### src/rtl/cpu_pkg.sv
// Shared CPU definitions: instruction/data widths, opcode constants and the
// issuer FSM state encoding.
package cpu_pkg;

    localparam int INST_W = 16;
    localparam int DATA_W = 16;

    localparam logic [3:0] OP_SUM  = 4'b0000;
    localparam logic [3:0] OP_ANDI = 4'b0001;
    localparam logic [3:0] OP_ORI  = 4'b0010;
    localparam logic [3:0] OP_XORI = 4'b0011;
    localparam logic [3:0] OP_SUMI = 4'b0101;
    localparam logic [3:0] OP_SUBI = 4'b1001;
    localparam logic [3:0] OP_CMPI = 4'b1011;
    localparam logic [3:0] OP_MOVI = 4'b1101;
    localparam logic [3:0] OP_LOAD = 4'b1111;

    typedef enum logic [1:0] {
        IDLE    = 2'd0,
        FETCH   = 2'd1,
        HOLD    = 2'd2,
        CAPTURE = 2'd3
    } issue_state_t;

    function automatic logic [3:0] opcode_of(input logic [INST_W-1:0] inst);
        return inst[15:12];
    endfunction

    function automatic logic is_load(input logic [INST_W-1:0] inst);
        return opcode_of(inst) == OP_LOAD;
    endfunction

endpackage

### src/rtl/inst_fifo.sv
// Circular instruction buffer with occupancy count and a sticky overflow flag.
// A write while full is dropped, even if an entry is popped in the same cycle.
module inst_fifo #(
    parameter int DEPTH = 8,
    parameter int WIDTH = 16
) (
    input  logic                   clk,
    input  logic                   rst,
    input  logic                   push,
    input  logic [WIDTH-1:0]       push_data,
    input  logic                   pop,
    output logic [WIDTH-1:0]       head,
    output logic                   full,
    output logic                   empty,
    output logic                   overflow,
    output logic [$clog2(DEPTH):0] count
);

    localparam int PTR_W = $clog2(DEPTH);
    localparam int CNT_W = PTR_W + 1;

    logic [WIDTH-1:0] mem [DEPTH];
    logic [PTR_W-1:0] rd_ptr;
    logic [PTR_W-1:0] wr_ptr;
    logic             do_push;
    logic             do_pop;

    assign full    = (count == CNT_W'(DEPTH));
    assign empty   = (count == '0);
    assign do_push = push && !full;
    assign do_pop  = pop && !empty;
    assign head    = mem[rd_ptr];

    // Pointers wrap naturally because DEPTH is a power of two.
    always_ff @(posedge clk) begin
        if (rst) begin
            rd_ptr   <= '0;
            wr_ptr   <= '0;
            count    <= '0;
            overflow <= 1'b0;
        end else begin
            if (do_push) begin
                wr_ptr <= wr_ptr + PTR_W'(1);
            end
            if (do_pop) begin
                rd_ptr <= rd_ptr + PTR_W'(1);
            end
            case ({do_push, do_pop})
                2'b10:   count <= count + CNT_W'(1);
                2'b01:   count <= count - CNT_W'(1);
                default: count <= count;
            endcase
            if (push && full) begin
                overflow <= 1'b1;
            end
        end
    end

    always_ff @(posedge clk) begin
        if (do_push) begin
            mem[wr_ptr] <= push_data;
        end
    end

endmodule

### src/rtl/inst_issuer.sv
// Instruction issuer: buffers host instructions and presents each one to the
// CPU for an opcode-dependent number of cycles, then returns the CPU result.
module inst_issuer
    import cpu_pkg::*;
#(
    parameter int DEPTH     = 8,
    parameter int LOAD_HOLD = 3,
    parameter int ALU_HOLD  = 2
) (
    input  logic                     clk,
    input  logic                     rst,
    input  logic                     wr_en,
    input  logic [INST_W-1:0]        wr_inst,
    input  logic                     start,
    output logic [INST_W-1:0]        inst_out,
    output logic                     inst_valid,
    input  logic [DATA_W-1:0]        cpu_result,
    output logic                     res_valid,
    output logic [DATA_W-1:0]        res_data,
    output logic [$clog2(DEPTH)-1:0] res_idx,
    output logic                     busy,
    output logic                     full,
    output logic                     empty,
    output logic                     overflow
);

    localparam int IDX_W    = $clog2(DEPTH);
    localparam int MAX_HOLD = (LOAD_HOLD > ALU_HOLD) ? LOAD_HOLD : ALU_HOLD;
    localparam int HOLD_W   = (MAX_HOLD > 1) ? $clog2(MAX_HOLD) : 1;

    issue_state_t      state;
    logic [HOLD_W-1:0] hold_cnt;
    logic [IDX_W-1:0]  issue_idx;
    logic [INST_W-1:0] head;
    logic [IDX_W:0]    count;
    logic              has_entry;
    logic              pop;

    assign has_entry = (count != '0);
    assign pop       = (state == FETCH);
    assign busy      = (state != IDLE);

    inst_fifo #(
        .DEPTH(DEPTH),
        .WIDTH(INST_W)
    ) u_fifo (
        .clk      (clk),
        .rst      (rst),
        .push     (wr_en),
        .push_data(wr_inst),
        .pop      (pop),
        .head     (head),
        .full     (full),
        .empty    (empty),
        .overflow (overflow),
        .count    (count)
    );

    // The hold counter holds the remaining HOLD cycles minus one, so a value
    // of zero in HOLD means this is the final cycle before capture.
    always_ff @(posedge clk) begin
        if (rst) begin
            state      <= IDLE;
            inst_out   <= '0;
            inst_valid <= 1'b0;
            res_valid  <= 1'b0;
            res_data   <= '0;
            res_idx    <= '0;
            hold_cnt   <= '0;
            issue_idx  <= '0;
        end else begin
            res_valid <= 1'b0;
            case (state)
                IDLE: begin
                    if (start && has_entry) begin
                        issue_idx <= '0;
                        state     <= FETCH;
                    end
                end
                FETCH: begin
                    inst_out   <= head;
                    inst_valid <= 1'b1;
                    hold_cnt   <= is_load(head) ? HOLD_W'(LOAD_HOLD - 1)
                                                : HOLD_W'(ALU_HOLD - 1);
                    state      <= HOLD;
                end
                HOLD: begin
                    if (hold_cnt == '0) begin
                        state <= CAPTURE;
                    end else begin
                        hold_cnt <= hold_cnt - HOLD_W'(1);
                    end
                end
                CAPTURE: begin
                    res_data   <= cpu_result;
                    res_idx    <= issue_idx;
                    res_valid  <= 1'b1;
                    issue_idx  <= issue_idx + IDX_W'(1);
                    inst_valid <= 1'b0;
                    state      <= has_entry ? FETCH : IDLE;
                end
                default: state <= IDLE;
            endcase
        end
    end

endmodule

### config.mk
export PLATFORM = sky130hd
export DESIGN_NAME = inst_issuer
export DESIGN_NICKNAME = d
export VERILOG_FILES = /design/src/rtl/cpu_pkg.sv /design/src/rtl/inst_fifo.sv /design/src/rtl/inst_issuer.sv
export SDC_FILE = /design/constraint.sdc
export NUM_CORES = 1
export LEC_CHECK = 0
export BUFFER_PORTS_ARGS = -buffer_cell sky130_fd_sc_hd__buf_2
export CORE_MARGIN = 10
export CORE_UTILIZATION = 40
export DETAILED_ROUTE_END_ITERATION = 8
export GPL_ROUTABILITY_DRIVEN = 0
export GPL_TIMING_DRIVEN = 0
export MAX_ROUTING_LAYER = met4
export SLEW_MARGIN = 10
export SYNTH_ARGS = -nofsm -noshare
export SYNTH_HDL_FRONTEND = slang
export SYNTH_HIERARCHICAL = 1
export SYNTH_SLANG_ARGS = --single-unit
export TNS_END_PERCENT = 5
### constraint.sdc
create_clock -name clk -period 3.55 [get_ports clk]
set_clock_uncertainty 0.1 [all_clocks]
set_input_delay 0.355 -clock clk [delete_from_list [all_inputs] [get_ports clk]]
set_output_delay 0.355 -clock clk [all_outputs]
set_load 0.03 [all_outputs]
==> flow_summary.ini, run 1 <==
[cts]
number_of_buffers_inserted_during_clock_tree_synthesis = 17
cts_root_buf = sky130_fd_sc_hd__clkbuf_16
cts.reportedPaths.clkPinSlew_ns = 0.07
htreeDepth = 4
clkLatencyLatePin_ns = 0.42
max-clock-path-buffers = 2
post_cts_hold_buffer_count = 0
post_cts.resized_instances = 0
clock_tree_from_tritoncts = done
cts_post_setup_buffers_inserted = 0
sink_count = 186

[grt]
grt_most_used_layer = met2
global_route.overflow_total = 0
grt_start_max_net_pins = 17
wire_length_of_the_first_global_routing_pass_um = 23790
grt_pass1_vias = 4170
grt_util_met1 = 0.1536
antenna_violations_before_repair = 1
globalRouteTotalUtil = 0.1329
global_route.usage.met3 = 0.04249
grtUsageMet2 = 0.2201

[placed_design]
dp.final_hpwl_um = 10930
placed_cell_area_mm2 = 0.008307
worst_slack_after_detailed_placement_ns = 0.8486
numPortBuffers = 76

[cells_and_area]
final_core_utilization = 0.4910
layout_cells_sized_above_1 = 0.3055
nets = 598
syn2layout_area_growth_pct = 19.38
design_area_mm2 = 0.008910

[die]
die_y_um = 156.6
num_rows = 49
core_area_mm2 = 0.01815
die_width_um = 156.6
start_util = 0.4113
boundaryPins = 77
design.die.area_mm2 = 0.02452

[worst_setup_path]
top_cell_family_by_delay_on_the_critical_path = simple AND/OR/NAND/NOR gates
timing_worst_setup_path_type = reg -> reg
critical_path.startpoint_type = flop
required_ns = 3.77
critical_path_arrival_ns = 2.96
crit_slowest_cell = sky130_fd_sc_hd__or4b_4
worst-path-buf-inv = 2
worst_path_most_repeated_cell = sky130_fd_sc_hd__buf_6
critical_path.max_fanout = 8
timing.critical_path.slowest_cell_delay_ns = 0.52
cp_cell_sequence = buf_6 -> or4b_4 -> buf_6 -> nand2_8 -> ha_1 -> or3_1 -> o32ai_1 -> mux2_2
critical_path.endpoint_type = flop

[timing]
final-max-slew-violation-count = 0
min_period_over_period = 0.7733
worst_hold_slack_ns = 0.06501
maxClockFrequency_mhz = 364.2
worst_slew_pin_slew_ns = 0.8238
setup_violations = 0
max_slew_headroom = 0.4508
final-hold-violation-count = 0
final.min_clock_period_ns = 2.745
finalWorstSetupSlack_ns = 0.8046
rsz0062_at_grt = false

[pwr]
power.static_leakage_nw = 3.242
worst_ir_drop_vdd_v = 0.0003167
power.density_mw_per_mm2 = 657.3

[detailed_routing]
vias = 4064
wirelength_um = 15470
first_iter_violations = 210
drc = 0
wire_per_inst_um = 19.51
drt.antenna.violating_nets = 0
route.detailed.vias_per_inst = 5.125
drt_pass1_iterations = 4

[yosys]
yosys.cell_types.count = 41
postSynth.asyncResetShare = 0
synth_area_per_cell_um2 = 16.92
synth.ff_latch_count = 186
top_area_cell_type_share_of_the_netlist_area = 0.5150
mappedNetlistArea_mm2 = 0.007463
yosys.area.top_type = sky130_fd_sc_hd__edfxtp_1
synth_cells = 441
ys_seq_area_frac = 0.6706
ys_top_cells_by_area = sky130_fd_sc_hd__edfxtp_1, sky130_fd_sc_hd__dfxtp_1, sky130_fd_sc_hd__mux4_1
yosysWarningCount = 6
synth_fp_nets = 489
synth_enable_flop_cells = 128
yosys_most_used_dff = sky130_fd_sc_hd__edfxtp_1

[job]
max-cap-violations = 0

[status]
run_status = finished, final reports clean

[min_path]
worst_hold_path_type = in -> reg
[registers in the layout (all words and copies together), names as in the netlist, named ones only]
name / count
u_fifo/overflow: 1
state: 2
u_fifo/mem: 128
u_fifo/rd_ptr: 3
hold_cnt: 2
res_valid: 1
u_fifo/count: 4
u_fifo/wr_ptr: 3
issue_idx: 3
inst_out: 16
res_idx: 3
res_data: 16
inst_valid: 1
[cell usage after synthesis, types with 2 or more instances]
library cell	n
sky130_fd_sc_hd__nor2_1	50
sky130_fd_sc_hd__buf_1	3
sky130_fd_sc_hd__mux2i_1	38
sky130_fd_sc_hd__mux4_1	27
sky130_fd_sc_hd__mux4_2	5
sky130_fd_sc_hd__a21oi_2	2
sky130_fd_sc_hd__nor3_1	5
sky130_fd_sc_hd__xor2_1	5
sky130_fd_sc_hd__clkbuf_1	8
sky130_fd_sc_hd__o21ai_0	4
sky130_fd_sc_hd__o32ai_1	5
sky130_fd_sc_hd__nand2_1	8
sky130_fd_sc_hd__buf_6	3
sky130_fd_sc_hd__ha_1	12
sky130_fd_sc_hd__inv_1	11
sky130_fd_sc_hd__buf_2	5
sky130_fd_sc_hd__dfxtp_1	58
sky130_fd_sc_hd__edfxtp_1	128
sky130_fd_sc_hd__nor4_1	2
sky130_fd_sc_hd__nand2b_1	4
sky130_fd_sc_hd__a221oi_2	2
sky130_fd_sc_hd__buf_12	3
sky130_fd_sc_hd__or3_1	2
sky130_fd_sc_hd__a21oi_1	8
sky130_fd_sc_hd__nor3b_1	2
sky130_fd_sc_hd__nand3_1	4
sky130_fd_sc_hd__nor2b_1	7
sky130_fd_sc_hd__mux2_2	17
[power breakdown]
part | switching [mW] | leakage (nW) | internal, mW | total [mW]
clock | 0.795 | 0.294 | 1.11 | 1.91
combinational | 0.746 | 1.32 | 0.610 | 1.36
sequential | 0.107 | 1.63 | 2.49 | 2.59
[layout by cell type, fill, tap and decap left out, types with 2 or more instances in the layout]
| cell | n |
|---|---|
| sky130_fd_sc_hd__buf_12 | 3 |
| sky130_fd_sc_hd__a21oi_1 | 8 |
| sky130_fd_sc_hd__mux2_2 | 17 |
| sky130_fd_sc_hd__or3_1 | 2 |
| sky130_fd_sc_hd__bufinv_16 | 3 |
| sky130_fd_sc_hd__nand2_1 | 8 |
| sky130_fd_sc_hd__nor2b_1 | 7 |
| sky130_fd_sc_hd__nor3_2 | 4 |
| sky130_fd_sc_hd__clkbuf_16 | 17 |
| sky130_fd_sc_hd__buf_6 | 7 |
| sky130_fd_sc_hd__o32ai_1 | 5 |
| sky130_fd_sc_hd__clkinv_4 | 3 |
| sky130_fd_sc_hd__a221oi_2 | 2 |
| sky130_fd_sc_hd__nor3b_1 | 2 |
| sky130_fd_sc_hd__mux4_1 | 27 |
| sky130_fd_sc_hd__o21ai_0 | 4 |
| sky130_fd_sc_hd__buf_1 | 3 |
| sky130_fd_sc_hd__nand2b_1 | 4 |
| sky130_fd_sc_hd__xor2_1 | 5 |
| sky130_fd_sc_hd__nor2_2 | 3 |
| sky130_fd_sc_hd__a21oi_2 | 2 |
| sky130_fd_sc_hd__buf_8 | 3 |
| sky130_fd_sc_hd__edfxtp_1 | 128 |
| sky130_fd_sc_hd__dfxtp_1 | 58 |
| sky130_fd_sc_hd__nor2_1 | 47 |
| sky130_fd_sc_hd__ha_1 | 12 |
| sky130_fd_sc_hd__buf_4 | 7 |
| sky130_fd_sc_hd__clkinv_2 | 3 |
| sky130_fd_sc_hd__clkbuf_1 | 9 |
| sky130_fd_sc_hd__nand3_1 | 4 |
| sky130_fd_sc_hd__mux4_2 | 5 |
| sky130_fd_sc_hd__mux2i_1 | 38 |
| sky130_fd_sc_hd__inv_6 | 2 |
| sky130_fd_sc_hd__inv_1 | 11 |
| sky130_fd_sc_hd__buf_2 | 81 |
[per-layer routing]
metal  share of wire  vias to the layer above
li1                -                     1932
met1            0.43                     2015
met2            0.49                      108
met3           0.069                        9
met4          0.0074                        0
met5               0                        -
[cells by family (layout without fill, tap and decap cells)]
family,Yosys count,in the layout,share of synthesized area
flops,186,186,0.6706
simple gates,90,90,0.05918
xor+xnor,7,7,0.009221
other cells,0,1,0
fa+ha+maj,12,12,0.02012
compound gates,26,26,0.02716
buf+inv,33,155,0.02699
mux,87,87,0.1868
[area by class of cell]
type                       count  area [um^2]
multi-input combinational    222         2291
clock inverter                14        171.4
buffer                        22        160.2
clock buffer                  18        429.2
sequential                   186         5005
antenna                        1        2.502
inverter                      11        41.29
tap                          229        286.5
timing repair buffer          90        523.0
fill                        1545         9238
[metrics by stage]
step / total power, mW / instances / TNS, ns
5_1_grt: 6.124 / 793 / 0
6_report: 5.856 / 793 / 0
3_5_place_dp: 4.003 / 760 / 0
4_1_cts: 5.918 / 792 / 0
3_3_place_gp: 3.935 / 746 / -31.71
2_1_floorplan: 3.621 / 441 / 0
[final timing paths]
kind / startpoint / to / slack, ns / depth (start not counted)
worst max register to register: u_fifo/count[1]$_SDFFE_PP0P_ / u_fifo/count[3]$_SDFFE_PP0P_ / 0.80 / 8
worst max-delay path: u_fifo/count[1]$_SDFFE_PP0P_ / u_fifo/count[3]$_SDFFE_PP0P_ / 0.80 / 8
worst min register to register: hold_cnt[1]$_SDFFE_PP0P_ / hold_cnt[1]$_SDFFE_PP0P_ / 0.38 / 2
worst min-delay path: rst / u_fifo/wr_ptr[1]$_SDFFE_PP0P_ / 0.07 / 2
(Power assumes the default switching activity.)
==> inputs of run 2 (changes only) <==
==> constraint.sdc (replaced) <==
create_clock -name clk -period 2.7 [get_ports clk]
set_clock_uncertainty 0.1 [all_clocks]
set_input_delay 0.27 -clock clk [delete_from_list [all_inputs] [get_ports clk]]
set_output_delay 0.27 -clock clk [all_outputs]
set_load 0.03 [all_outputs]
==> run 2 against run 1 <==
Final cell count is 2.0% higher. Critical path type unchanged. Sequential share of layout area fell by 1.2 points. Largest power group unchanged. Non-clock buffer count is 15 higher.
==> flow_summary.ini, run 2 (synthesis results as in run 1) <==
[placed_design]
dp.final_hpwl_um = 10730
worst_slack_after_detailed_placement_ns = -0.01564
numPortBuffers = 76

[grt]
globalRouteTotalUtil = 0.1324
grt_pass1_vias = 4218
wire_length_of_the_first_global_routing_pass_um = 24030
antenna_violations_before_repair = 2
global_route.overflow_total = 0
grt_start_max_net_pins = 18

[die]
start_util = 0.4113
die_width_um = 156.6
core_area_mm2 = 0.01815
boundaryPins = 77
die_y_um = 156.6
num_rows = 49
design.die.area_mm2 = 0.02452

[pwr]
power.static_leakage_nw = 3.299
worst_ir_drop_vdd_v = 0.0004624
power.density_mw_per_mm2 = 847.3

[timing]
min_period_over_period = 0.9723
final-max-slew-violation-count = 0
max_slew_headroom = 0.4089
final.setup.tns_ns = 0
finalWorstSetupSlack_ns = 0.07483
maxClockFrequency_mhz = 380.9
setup_violations = 0
final-hold-violation-count = 0
worst_slew_pin_slew_ns = 0.8819
final.min_clock_period_ns = 2.625

[cts]
htreeDepth = 4
clkLatencyLatePin_ns = 0.42
cts_root_buf = sky130_fd_sc_hd__clkbuf_16
max-clock-path-buffers = 2
clock_tree_from_tritoncts = done
sink_count = 186
number_of_buffers_inserted_during_clock_tree_synthesis = 17
cts.reportedPaths.clkPinSlew_ns = 0.07

[detailed_routing]
drc = 0
drt.antenna.violating_nets = 0
first_iter_violations = 213
wirelength_um = 15350
route.detailed.vias_per_inst = 5.137
drt_pass1_iterations = 4
vias = 4156
wire_per_inst_um = 18.97

[cells_and_area]
registers_with_the_most_flip_flops = u_fifo/mem (128), inst_out (16), res_data (16)
final-seq-area_mm2 = 0.005006
syn2layout_area_growth_pct = 22.05
multiInputGateArea_mm2 = 0.002344
filler_cell_count = 1520
most-common-layout-cells = sky130_fd_sc_hd__edfxtp_1, sky130_fd_sc_hd__buf_2, sky130_fd_sc_hd__dfxtp_1, sky130_fd_sc_hd__nor2_1, sky130_fd_sc_hd__mux2i_1
nets = 613
register_ranked_first_by_flip_flop_count = u_fifo/mem
number_of_flip_flops_under_the_largest_register_name = 128
layout_cells_sized_above_1 = 0.3062
layout.cells.most_common = sky130_fd_sc_hd__edfxtp_1

[min_path]
worstHoldStart = wr_inst[4]
hold-path-endpoint = u_fifo/mem[3][4]$_DFFE_PP_
hold-path-cell-count = 1
worst_hold_path_type = in -> reg

[worst_setup_path]
critical_path_arrival_ns = 2.88
timing_worst_setup_path_type = reg -> reg
critical_path.startpoint = u_fifo/count[1]$_SDFFE_PP0P_
critical_path.endpoint_type = flop
required_ns = 2.96
reg2reg_from = u_fifo/count[1]$_SDFFE_PP0P_
reg2reg_slack_ns = 0.07
worst_r2r_endpoint = u_fifo/count[2]$_SDFFE_PP0P_
critical_path.startpoint_type = flop
reg2reg_depth = 11
critical_path.max_fanout = 8

[status]
run_status = finished, final reports clean

[job]
max-cap-violations = 0
-- run 2: changes by cell type in the layout (fill, tap and decap cells not counted), moves of 2 or more --
cell                            before  now
sky130_fd_sc_hd__clkinv_2            3    1
sky130_fd_sc_hd__buf_6               7    5
sky130_fd_sc_hd__ha_4                0    2
sky130_fd_sc_hd__inv_8               1    3
sky130_fd_sc_hd__ha_1               12   10
sky130_fd_sc_hd__dlygate4sd3_1       0   16
-- run 2: where the power goes --
group	internal, mW	switching, mW	total [mW]	leakage, nW
clock network	1.39	1.07	2.46	0.285
logic	0.846	1.00	1.85	1.38
registers	3.27	0.138	3.41	1.63
-- run 2: how the worst max path moves through the flow --
| stage | cells past startpoint | to |
|---|---|---|
| after detailed placement | 8 | u_fifo/count[3]$_SDFFE_PP0P_ |
| final | 11 | u_fifo/count[2]$_SDFFE_PP0P_ |
| after global placement | 4 | u_fifo/mem[2][4]$_DFFE_PP_ |
| after CTS | 11 | u_fifo/count[2]$_SDFFE_PP0P_ |
| after floorplan | 8 | u_fifo/count[3]$_SDFFE_PP0P_ |
| after global routing | 11 | u_fifo/count[2]$_SDFFE_PP0P_ |
-- run 2: cell type report --
class                      count  share of cell area
antenna                        2           0.0005495
buffer                        22             0.01758
clock buffer                  18             0.04712
clock inverter                14             0.01772
inverter                      11            0.004533
multi-input combinational    222              0.2573
sequential                   186              0.5496
tap                          229             0.03146
timing repair buffer         105             0.07418
-- run 2: timing repair --
item / CTS / global route
endpoints found under the setup margin: 2 / 1
buffers inserted: 0 / 3
endpoints found under the hold margin: 23 / 0
hold buffers: 16 / 0
resized for setup: 4 / 4
-- run 2: metrics by stage --
| stage | instance area, um^2 | power (mW) | util | instances | hold WS (ns) |
|---|---|---|---|---|---|
| 2_1_floorplan | 7470 | 4.762 | - | 441 | 0.2324 |
| 3_3_place_gp | 8137 | 5.169 | 0.4484 | 746 | 0.3449 |
| 3_5_place_dp | 8285 | 5.255 | 0.4566 | 756 | 0.3663 |
| 4_1_cts | 9059 | 7.768 | 0.4992 | 804 | 0.004767 |
| 5_1_grt | 9109 | 8.084 | 0.5019 | 809 | 0.009003 |
| 6_report | 9109 | 7.718 | 0.5019 | 809 | 0.01281 |
-- run 2: critical path: stages (launching register included) --
cell and delay [ns]:
sky130_fd_sc_hd__dfxtp_1 0.34, sky130_fd_sc_hd__buf_6 0.15, sky130_fd_sc_hd__or4b_4 0.52, sky130_fd_sc_hd__buf_6 0.16
sky130_fd_sc_hd__nand2_8 0.10, sky130_fd_sc_hd__ha_4 0.17, sky130_fd_sc_hd__xor2_2 0.14, sky130_fd_sc_hd__ha_1 0.19
sky130_fd_sc_hd__a21oi_2 0.05, sky130_fd_sc_hd__xor2_1 0.16, sky130_fd_sc_hd__or3_1 0.33, sky130_fd_sc_hd__a21oi_1 0.15
-- run 2: routing by layer --
layer  vias to the layer above  part of all wire  track usage
met5                         -                 0            -
met4                         0             0.011      0.03910
li1                       1954                 -            -
met3                        13             0.056      0.04112
met2                       104              0.49       0.2099
met1                      2085              0.44       0.1601
==> inputs of run 3 (changes only) <==
--- a/config.mk
+++ b/config.mk
@@ -12,7 +12,7 @@
 export GPL_ROUTABILITY_DRIVEN = 0
 export GPL_TIMING_DRIVEN = 0
 export MAX_ROUTING_LAYER = met4
-export SLEW_MARGIN = 10
+export SLEW_MARGIN = 20
 export SYNTH_ARGS = -nofsm -noshare
 export SYNTH_HDL_FRONTEND = slang
 export SYNTH_HIERARCHICAL = 1
==> constraint.sdc (replaced) <==
create_clock -name clk -period 2.7 [get_ports clk]
set_clock_uncertainty 0.1 [all_clocks]
set_input_delay 0.27 -clock clk [delete_from_list [all_inputs] [get_ports clk]]
set_output_delay 0.27 -clock clk [all_outputs]
set_load 0.01 [all_outputs]
==> run 3 against run 2 <==
Global-route usage down 0.12 points. Flip-flop and latch count unchanged. Via count down 0.24%. Total power down 4.7%. Register-to-register slack worse by 0.03 ns. Combinational power down 9%. Sequential power about the same. Critical path type unchanged. Critical endpoint is now u_fifo/count[3]$_SDFFE_PP0P_. Largest cell class unchanged.
==> flow_summary.ini, run 3 (synthesis results as in run 1) <==
[status]
run_status = finished, final reports clean

[cts]
htreeDepth = 4
cts.reportedPaths.clkPinSlew_ns = 0.07
number_of_buffers_inserted_during_clock_tree_synthesis = 17
clkLatencyLatePin_ns = 0.42
max-clock-path-buffers = 2
sink_count = 186
cts_root_buf = sky130_fd_sc_hd__clkbuf_16
clock_tree_from_tritoncts = done

[cells_and_area]
final-seq-area_mm2 = 0.005007
nets = 616
register_ranked_first_by_flip_flop_count = u_fifo/mem
multiInputGateArea_mm2 = 0.002352
stdcell_count = 813
number_of_flip_flops_under_the_largest_register_name = 128
layout_cells_sized_above_1 = 0.3133
syn2layout_area_growth_pct = 21.74
registers_with_the_most_flip_flops = u_fifo/mem (128), inst_out (16), res_data (16)
most-common-layout-cells = sky130_fd_sc_hd__edfxtp_1, sky130_fd_sc_hd__buf_2, sky130_fd_sc_hd__dfxtp_1, sky130_fd_sc_hd__nor2_1, sky130_fd_sc_hd__mux2i_1
filler_cell_count = 1508
layout.cells.most_common = sky130_fd_sc_hd__edfxtp_1

[worst_setup_path]
required_ns = 2.91
reg2reg_depth = 9
reg2reg_slack_ns = 0.05
timing_worst_setup_path_type = reg -> reg
critical_path.endpoint_type = flop
critical_path_arrival_ns = 2.86
critical_path.max_fanout = 8
worst_r2r_endpoint = u_fifo/count[3]$_SDFFE_PP0P_
reg2reg_from = u_fifo/count[1]$_SDFFE_PP0P_
critical_path.startpoint_type = flop

[pwr]
power.density_mw_per_mm2 = 809.8
power.static_leakage_nw = 3.295
worst_ir_drop_vdd_v = 0.0004635

[placed_design]
numPortBuffers = 76
worst_slack_after_detailed_placement_ns = -0.003122
dp.final_hpwl_um = 10740
place_inst = 759

[die]
core_area_mm2 = 0.01815
die_width_um = 156.6
start_util = 0.4113
boundaryPins = 77
design.die.area_mm2 = 0.02452
die_y_um = 156.6
num_rows = 49

[detailed_routing]
drc = 0
drt_pass1_iterations = 6
vias = 4146
wire_per_inst_um = 18.68
route.detailed.vias_per_inst = 5.100
first_iter_violations = 233
wirelength_um = 15190
drt.antenna.violating_nets = 0

[min_path]
worstHoldStart = cpu_result[7]
hold-path-cell-count = 3
hold-path-endpoint = res_data[7]$_SDFFE_PP0P_
worst_hold_path_type = in -> reg

[timing]
max_slew_headroom = 0.4287
final-hold-violation-count = 0
min_period_over_period = 0.9823
final-max-slew-violation-count = 0
worst_slew_pin_slew_ns = 0.8570
maxClockFrequency_mhz = 377.1
final.setup.tns_ns = 0
final.min_clock_period_ns = 2.652
setup_violations = 0
finalWorstSetupSlack_ns = 0.04788

[grt]
grt_start_max_net_pins = 18
antenna_violations_before_repair = 3
wire_length_of_the_first_global_routing_pass_um = 23830
grt_pass1_vias = 4272
global_route.overflow_total = 0
globalRouteTotalUtil = 0.1312

[job]
max-cap-violations = 0
==> run 3: changes by cell type in the layout (fill, tap and decap cells not counted), sizes merged <==
cell    before  now
buf        103  106
clkinv       4    7
bufinv       2    0
clkbuf      26   25
diode        2    3
==> run 3: routing by layer <==
metal / vias up / wire length (um) / GRT usage
li1: 1962 / - / -
met1: 2072 / 6643 / 0.1570
met2: 102 / 7576 / 0.2091
met3: 10 / 847 / 0.04276
met4: 0 / 123 / 0.03730
met5: - / 0 / -
==> run 3: metrics by stage <==
step | power, mW | utilization | instance area [um^2] | hold WS (ns)
floorplan | 4.609 | - | 7470 | 0.2324
global placement | 5.015 | 0.4484 | 8137 | 0.3449
detailed placement | 5.103 | 0.4574 | 8300 | 0.3662
CTS | 7.396 | 0.4972 | 9024 | 0.001112
global route | 7.721 | 0.5007 | 9086 | 0.008541
finish | 7.358 | 0.5007 | 9086 | 0.007128
==> run 3: worst max-delay path by stage <==
stage | startpoint | to | slack, ns
CTS | u_fifo/count[1]$_SDFFE_PP0P_ | u_fifo/count[2]$_SDFFE_PP0P_ | 0.009
finish | u_fifo/count[1]$_SDFFE_PP0P_ | u_fifo/count[3]$_SDFFE_PP0P_ | 0.05
global route | u_fifo/count[1]$_SDFFE_PP0P_ | u_fifo/count[3]$_SDFFE_PP0P_ | -0.03
global placement | u_fifo/count[0]$_SDFFE_PP0P_ | u_fifo/mem[2][4]$_DFFE_PP_ | -1.10
detailed placement | u_fifo/count[1]$_SDFFE_PP0P_ | u_fifo/count[3]$_SDFFE_PP0P_ | -0.003
floorplan | u_fifo/count[1]$_SDFFE_PP0P_ | u_fifo/count[3]$_SDFFE_PP0P_ | 0.16
==> run 3: cell type report <==
class                           count  share of cell area
Antenna cell                        3           0.0008262
Buffer                             22             0.01763
Clock buffer                       17             0.04682
Clock inverter                     15             0.01267
Inverter                           11            0.004544
Multi-Input combinational cell    222              0.2589
Sequential cell                   186              0.5511
Tap cell                          229             0.03153
Timing Repair Buffer              108             0.07601
==> run 3: worst max-delay path: stages (launching register included) <==
cell,delay [ns]
sky130_fd_sc_hd__dfxtp_2,0.34
sky130_fd_sc_hd__buf_6,0.13
sky130_fd_sc_hd__or4b_4,0.52
sky130_fd_sc_hd__buf_6,0.16
sky130_fd_sc_hd__nand2_8,0.08
sky130_fd_sc_hd__buf_4,0.12
sky130_fd_sc_hd__ha_4,0.22
sky130_fd_sc_hd__or3_1,0.39
sky130_fd_sc_hd__o32ai_2,0.16
sky130_fd_sc_hd__mux2_4,0.32
==> run 3: power breakdown <==
group	leakage [nW]	switching, mW	internal, mW
registers	1.63	0.137	3.27
logic	1.40	0.839	0.854
clock network	0.265	1.06	1.19
==> run 3: what timing repair did <==
item / CTS / global route
endpoints found under the setup margin: 2 / 1
hold endpoints to repair: 30 / 0
pin swaps: 0 / 2
setup buffers: 0 / 3
hold buffers: 16 / 0
resized for setup: 4 / 7
